--- config.mk ---
export PLATFORM = sky130hd
export DESIGN_NAME = seqgen_101_tx
export DESIGN_NICKNAME = d
export VERILOG_FILES = /design/src/rtl/seqgen_pkg.sv /design/src/rtl/seq_bit_timer.sv /design/src/rtl/seqgen_101_tx.sv
export SDC_FILE = /design/constraint.sdc
export NUM_CORES = 1
export LEC_CHECK = 0
export ABC_CLOCK_PERIOD_IN_PS = 1800
export CORE_MARGIN = 1.5
export CORE_UTILIZATION = 53
export DETAILED_ROUTE_END_ITERATION = 10
export PLACE_DENSITY = 0.81
export SYNTH_ARGS = -nofsm -noshare
export SYNTH_HDL_FRONTEND = slang
export SYNTH_SLANG_ARGS = --single-unit
export TNS_END_PERCENT = 100
--- constraint.sdc ---
create_clock -name clk -period 1.8 [get_ports clk]
set_input_delay 0.36 -clock clk [delete_from_list [all_inputs] [get_ports clk]]
set_output_delay 0.36 -clock clk [all_outputs]
set_load 0.005 [all_outputs]
--- src/rtl/seqgen_pkg.sv ---
`default_nettype none
// ============================================================================
//  Module   : seqgen_pkg
//  Purpose  : Shared types and constants for the 101-preamble serial
//             transmitter: FSM state encoding, preamble pattern and the
//             even-parity helper.
//  Ports    : none (package)
//  Revision : 1.0 - initial release
// ============================================================================
package seqgen_pkg;

   // Encoding 3'd7 is unused; the FSM recovers from it to IDLE.
   typedef enum logic [2:0] {
      IDLE  = 3'd0,
      PRE_A = 3'd1,
      PRE_B = 3'd2,
      PRE_C = 3'd3,
      DATA  = 3'd4,
      PAR   = 3'd5,
      GAP   = 3'd6
   } state_t;

   // Preamble is sent MSB first: PRE_A carries bit 2, PRE_C carries bit 0.
   localparam logic [2:0] PREAMBLE = 3'b101;
   localparam int         PRE_LEN  = 3;

   // Widest payload the parity helper folds; narrower words are zero-extended,
   // which does not change even parity.
   localparam int PARITY_MAX_W = 64;

   // Even parity: the bit that makes the total count of ones even.
   function automatic logic even_parity(input logic [PARITY_MAX_W-1:0] word);
      return ^word;
   endfunction

endpackage
`default_nettype wire

--- src/rtl/seq_bit_timer.sv ---
`default_nettype none
// ============================================================================
//  Module   : seq_bit_timer
//  Purpose  : Bit-period divider. Counts 0..BIT_DIV-1 while enabled and
//             raises tick in the last cycle of each bit period.
//  Ports    : clk  - system clock, rising edge
//             rst  - asynchronous active-high reset
//             en   - count enable; the counter is held at 0 while low
//             tick - high in the final cycle of a bit period
//  Revision : 1.0 - initial release
// ============================================================================
module seq_bit_timer #(
   parameter int BIT_DIV = 1
) (
   input  logic clk,
   input  logic rst,
   input  logic en,
   output logic tick
);

   // At least one bit wide so BIT_DIV=1 needs no special case: the counter
   // then sits at 0 and every enabled cycle is a tick.
   localparam int CNT_W = (BIT_DIV > 1) ? $clog2(BIT_DIV) : 1;

   logic [CNT_W-1:0] cnt;

   assign tick = en && (cnt == CNT_W'(BIT_DIV - 1));

   always_ff @(posedge clk or posedge rst) begin
      if (rst) begin
         cnt <= '0;
      end else if (!en || tick) begin
         cnt <= '0;
      end else begin
         cnt <= cnt + 1'b1;
      end
   end

endmodule
`default_nettype wire

--- src/rtl/seqgen_101_tx.sv ---
`default_nettype none
// ============================================================================
//  Module   : seqgen_101_tx
//  Purpose  : Serializer that frames a parallel word as
//             1-0-1 preamble, DATA_W data bits MSB first, one even-parity
//             bit, then GAP_BITS bit periods of 0, each bit BIT_DIV cycles.
//  Ports    : clk      - system clock, rising edge
//             rst      - asynchronous active-high reset
//             in_data  - word to transmit (DATA_W bits, DATA_W <= 64)
//             in_valid - in_data is valid
//             in_ready - block accepts a word (high only in IDLE)
//             x        - registered serial output
//             busy     - frame in progress (inverse of in_ready)
//             done     - one-cycle pulse in the first IDLE cycle after GAP
//  Revision : 1.0 - initial release
// ============================================================================
module seqgen_101_tx
   import seqgen_pkg::*;
#(
   parameter int DATA_W   = 8,
   parameter int BIT_DIV  = 1,
   parameter int GAP_BITS = 1
) (
   input  logic              clk,
   input  logic              rst,
   input  logic [DATA_W-1:0] in_data,
   input  logic              in_valid,
   output logic              in_ready,
   output logic              x,
   output logic              busy,
   output logic              done
);

   // One counter serves both the data field and the gap, so it is sized
   // for whichever of the two is longer.
   localparam int CNT_MAX = (DATA_W > GAP_BITS) ? DATA_W : GAP_BITS;
   localparam int BCNT_W  = $clog2(CNT_MAX + 1);

   state_t            state, state_next;
   logic [DATA_W-1:0] shift_q, shift_next;
   logic [BCNT_W-1:0] bcnt, bcnt_next;
   logic              par_q, par_next;
   logic              x_next;
   logic              done_next;
   logic              tick;
   logic              timer_en;

   assign in_ready = (state == IDLE);
   assign busy     = ~in_ready;
   assign timer_en = (state != IDLE);

   seq_bit_timer #(
      .BIT_DIV (BIT_DIV)
   ) u_timer (
      .clk  (clk),
      .rst  (rst),
      .en   (timer_en),
      .tick (tick)
   );

   always_comb begin
      state_next = state;
      shift_next = shift_q;
      bcnt_next  = bcnt;
      par_next   = par_q;
      done_next  = 1'b0;

      case (state)
         IDLE: begin
            if (in_valid) begin
               state_next = PRE_A;
               shift_next = in_data;
               par_next   = even_parity(PARITY_MAX_W'(in_data));
               bcnt_next  = '0;
            end
         end
         PRE_A: if (tick) state_next = PRE_B;
         PRE_B: if (tick) state_next = PRE_C;
         PRE_C: if (tick) state_next = DATA;
         DATA: begin
            if (tick) begin
               shift_next = shift_q << 1;
               if (bcnt == BCNT_W'(DATA_W - 1)) begin
                  state_next = PAR;
                  bcnt_next  = '0;
               end else begin
                  bcnt_next = bcnt + 1'b1;
               end
            end
         end
         PAR: if (tick) state_next = GAP;
         GAP: begin
            if (tick) begin
               if (bcnt == BCNT_W'(GAP_BITS - 1)) begin
                  state_next = IDLE;
                  bcnt_next  = '0;
                  done_next  = 1'b1;
               end else begin
                  bcnt_next = bcnt + 1'b1;
               end
            end
         end
         default: begin
            state_next = IDLE;
            shift_next = '0;
            bcnt_next  = '0;
            par_next   = 1'b0;
         end
      endcase

      // x is registered from the next state so that it lines up with the
      // state register: the first preamble bit shows in the cycle right
      // after the accept edge.
      x_next = 1'b0;
      case (state_next)
         PRE_A:   x_next = PREAMBLE[PRE_LEN-1];
         PRE_B:   x_next = PREAMBLE[PRE_LEN-2];
         PRE_C:   x_next = PREAMBLE[PRE_LEN-3];
         DATA:    x_next = shift_next[DATA_W-1];
         PAR:     x_next = par_next;
         default: x_next = 1'b0;
      endcase
   end

   always_ff @(posedge clk or posedge rst) begin
      if (rst) begin
         state   <= IDLE;
         shift_q <= '0;
         bcnt    <= '0;
         par_q   <= 1'b0;
         x       <= 1'b0;
         done    <= 1'b0;
      end else begin
         state   <= state_next;
         shift_q <= shift_next;
         bcnt    <= bcnt_next;
         par_q   <= par_next;
         x       <= x_next;
         done    <= done_next;
      end
   end

endmodule
`default_nettype wire

==> impl_metrics.ini <==
[floorplanning]
die_height_um = 48.89
die_x_um = 48.89
design.die.area_sq_um = 2390
core_area_sq_um = 1982
floorplan.rows = 16
io_pins = 15
initial_utilization_pct = 56.31

[grt]
gr-usage-all-layers_pct = 21.75
first_global_vias = 946
grt_max_degree = 20
global_route.overflow_total = 0
number_of_antenna_violations_at_the_first_check_in_global_routing = 0
wire_length_of_the_first_global_routing_pass_um = 4091

[worst_setup_path]
slowest_delay_ps = 440
start_kind = register
reg2regPathDepth = 7
worst-path-max-fanout = 2
crit_type = reg2out
crit_slowest_cell = sky130_fd_sc_hd__clkdlybuf4s50_1
critPathArrivalTime_ps = 1340
critical_path.endpoint_type = primary output
cp_data_required_time_ps = 1440
cp_cell_sequence = nor2_2 -> nand2_1 -> clkdlybuf4s50_1

[cts]
ctsLongestPathBuffers = 2
clkLatencyLatePin_ps = 280
cts_root_buffer = sky130_fd_sc_hd__clkbuf_4
clock_buffer_count_from_cts = 3
htreeDepth = 1
count_of_clock_tree_sinks = 19
tritoncts = built
clkTransAtPathRegs_ps = 100

[hold_path]
hold_path.class = in2async

[layout]
post_layout_nonfiller_instances = 166
antenna_cells = 0
area_growth_pct = 26.12
net_total_in_the_final_layout = 153
finalCoreUtilization_pct = 71.02
final_layout_size_suffix_gt1_share_pct = 23.74

[timing]
final_hold_viol_count = 0
setup_violations = 0
fin_hold_ws_ps = 378.5
timing.final.crit_share_pct = 94.63
rsz0062_at_grt = false
finClkSkew_ps = 0.9019
setup_tns_ps = 0
period_minus_slack_ps = 1703
final_max_slew_viol_count = 0
max_freq_mhz = 587.1

[route]
post_drt_wl_per_cell_um = 14.13
vias = 936
drt_drc_violations_left = 0
firstDrtPassIters = 7
initialDrtViolationCount = 35
avgViaCountPerCell = 5.639
route.final.wire_length_um = 2345
number_of_nets_still_failing_antenna_checks_after_routing = 0

[outcome]
result_of_the_run = finished, final reports clean

[power]
share_comb_of_total_power_pct = 29.5
p_seq_share_pct = 51.0
p_switching_uw = 327.1
ir_drop_mv = 0.5527
finalPower_mw = 1.071
static-leakage-power_nw = 0.6748
power.clock.fraction_pct = 19.4
sw_frac_of_total_pct = 30.54
intPower_uw = 743.9
power.density_cell_area_nw_per_um2 = 760.9

[yosys]
asyncSetResetFlopFracSynth_pct = 100.0
synth.cell_area_sq_um = 1116
synth_enable_flop_cells = 0
ys_dominant_reg_cell = sky130_fd_sc_hd__dfrtp_1
synth_cell_types = 40
synth.yosys.seq_area_share_pct = 42.60
syn-mean-instance-area_sq_um = 10.05
synth_seq_cells = 19
syn-instance-count = 111
synthesis.nets = 124
ys_warn_count = 0

[placed_design]
post-place-cells = 157
port_buffers = 14
place.detailed.hpwl_um = 1741
gpl.final_weighted_congestion = 0.8741

[job]
maxCapViolCount = 0
==> timing repair <==
| item | CTS | global route |
|---|---|---|
| pin swaps | 1 | 1 |
| buffers inserted | 4 | 1 |
| setup endpoints to repair | 2 | 3 |
| gates resized for setup | 4 | 2 |
| endpoints found under the hold margin | 0 | 0 |
| hold buffers | 0 | 0 |
==> critical path, delay by kind of cell, from the launching register on <==
family | cells | cell delay, ps
buf+inv | 1 | 440
flops | 1 | 430
simple gates | 2 | 200
==> synthesized netlist by cell type, drive strengths merged (2+ instances only) <==
cell type  number  area [sq um]
buf             3         20.01
nand2b          3         18.77
dfrtp          19         475.5
ha              2         25.02
a31oi           3         18.77
xnor2           6         52.55
nand3           4         20.02
a21oi           2         10.01
o22ai           2         12.51
nor2            9         38.79
inv            14         52.55
nand3b          2         15.01
o21a            2         15.01
nor4b           2         47.55
nand2           6         22.52
a222oi          6         60.06
o21ai           6         37.54
==> cells by family (layout without fill, tap and decap cells) <==
kind of cell,Yosys count,after routing,share of synthesized area (%)
and+or+nand+nor,34,34,19.84
buffers and inverters,18,46,6.837
other,1,1,0.3360
xor gates and xnor gates,7,7,5.493
DFF,19,19,42.60
adders and majority gates,2,2,2.242
AOI/OAI and AO/OA,30,30,22.65
==> registers in the layout (all words and copies together) (netlist names) <==
register     count
par_q            1
state            3
done             1
u_timer.cnt      1
shift_q          8
x                1
bcnt             4
==> final cells by class <==
type                       instances  area, sq um
multi-input combinational         74        566.8
sequential                        19        478.0
timing repair buffer              28        247.7
inverter                          14        55.05
tap                               27        33.78
fill                             150        574.3
clock buffer                       4        26.28
==> per-layer routing <==
| metal | wire length, um | GRT usage [%] |
|---|---|---|
| met1 | 959 | 25.95 |
| met2 | 1236 | 40.18 |
| met3 | 103 | 1.840 |
| met4 | 46 | 8.571 |
| met5 | 0 | 0 |
==> power groups by stage <==
| stage | clock network [mW] | logic, mW | registers (mW) |
|---|---|---|---|
| 5_1_grt | 0.237 | 0.357 | 0.557 |
| 3_5_place_dp | 0 | 0.285 | 0.552 |
| 2_1_floorplan | 0 | 0.203 | 0.537 |
| 6_report | 0.208 | 0.316 | 0.547 |
| 3_3_place_gp | 0 | 0.273 | 0.546 |
| 4_1_cts | 0.214 | 0.295 | 0.542 |
==> per-stage QoR <==
stage,instance area [sq um],setup WS (ps)
6_report,1408,96.63
4_1_cts,1395,3.921
2_1_floorplan,1116,204.6
3_5_place_dp,1334,8.071
3_3_place_gp,1334,39.25
5_1_grt,1408,6.881
==> path summary, 6_finish.rpt <==
| check | startpoint | end | slack [ps] |
|---|---|---|---|
| min in group clk | shift_q[2] | shift_q[3] | 500 |
| worst min-delay path | rst | bcnt[1] | 380 |
| max in group asynchronous | rst | state[2] | 1210 |
| worst max-delay path | state[0] | busy | 100 |
| worst max register to register | state[0] | x | 110 |
| worst min register to register | shift_q[2] | shift_q[3] | 500 |
==> layout by cell type (no fill, tap or decap), types with 2 or more instances in the layout <==
master                            instances
sky130_fd_sc_hd__a21oi_1                  2
sky130_fd_sc_hd__o21a_1                   2
sky130_fd_sc_hd__nand3b_1                 2
sky130_fd_sc_hd__buf_4                   14
sky130_fd_sc_hd__nand2b_1                 3
sky130_fd_sc_hd__nor4b_4                  2
sky130_fd_sc_hd__o21ai_2                  2
sky130_fd_sc_hd__xnor2_1                  6
sky130_fd_sc_hd__clkdlybuf4s50_1         13
sky130_fd_sc_hd__o22ai_1                  2
sky130_fd_sc_hd__nand3_1                  4
sky130_fd_sc_hd__a31oi_1                  3
sky130_fd_sc_hd__nor2_1                   7
sky130_fd_sc_hd__dfrtp_1                 17
sky130_fd_sc_hd__ha_1                     2
sky130_fd_sc_hd__nor2_2                   2
sky130_fd_sc_hd__o21ai_0                  4
sky130_fd_sc_hd__dfrtp_2                  2
sky130_fd_sc_hd__clkbuf_4                 3
sky130_fd_sc_hd__inv_1                   13
sky130_fd_sc_hd__nand2_1                  6
sky130_fd_sc_hd__a222oi_1                 6
No activity file was read; power rests on OpenSTA's default activity.
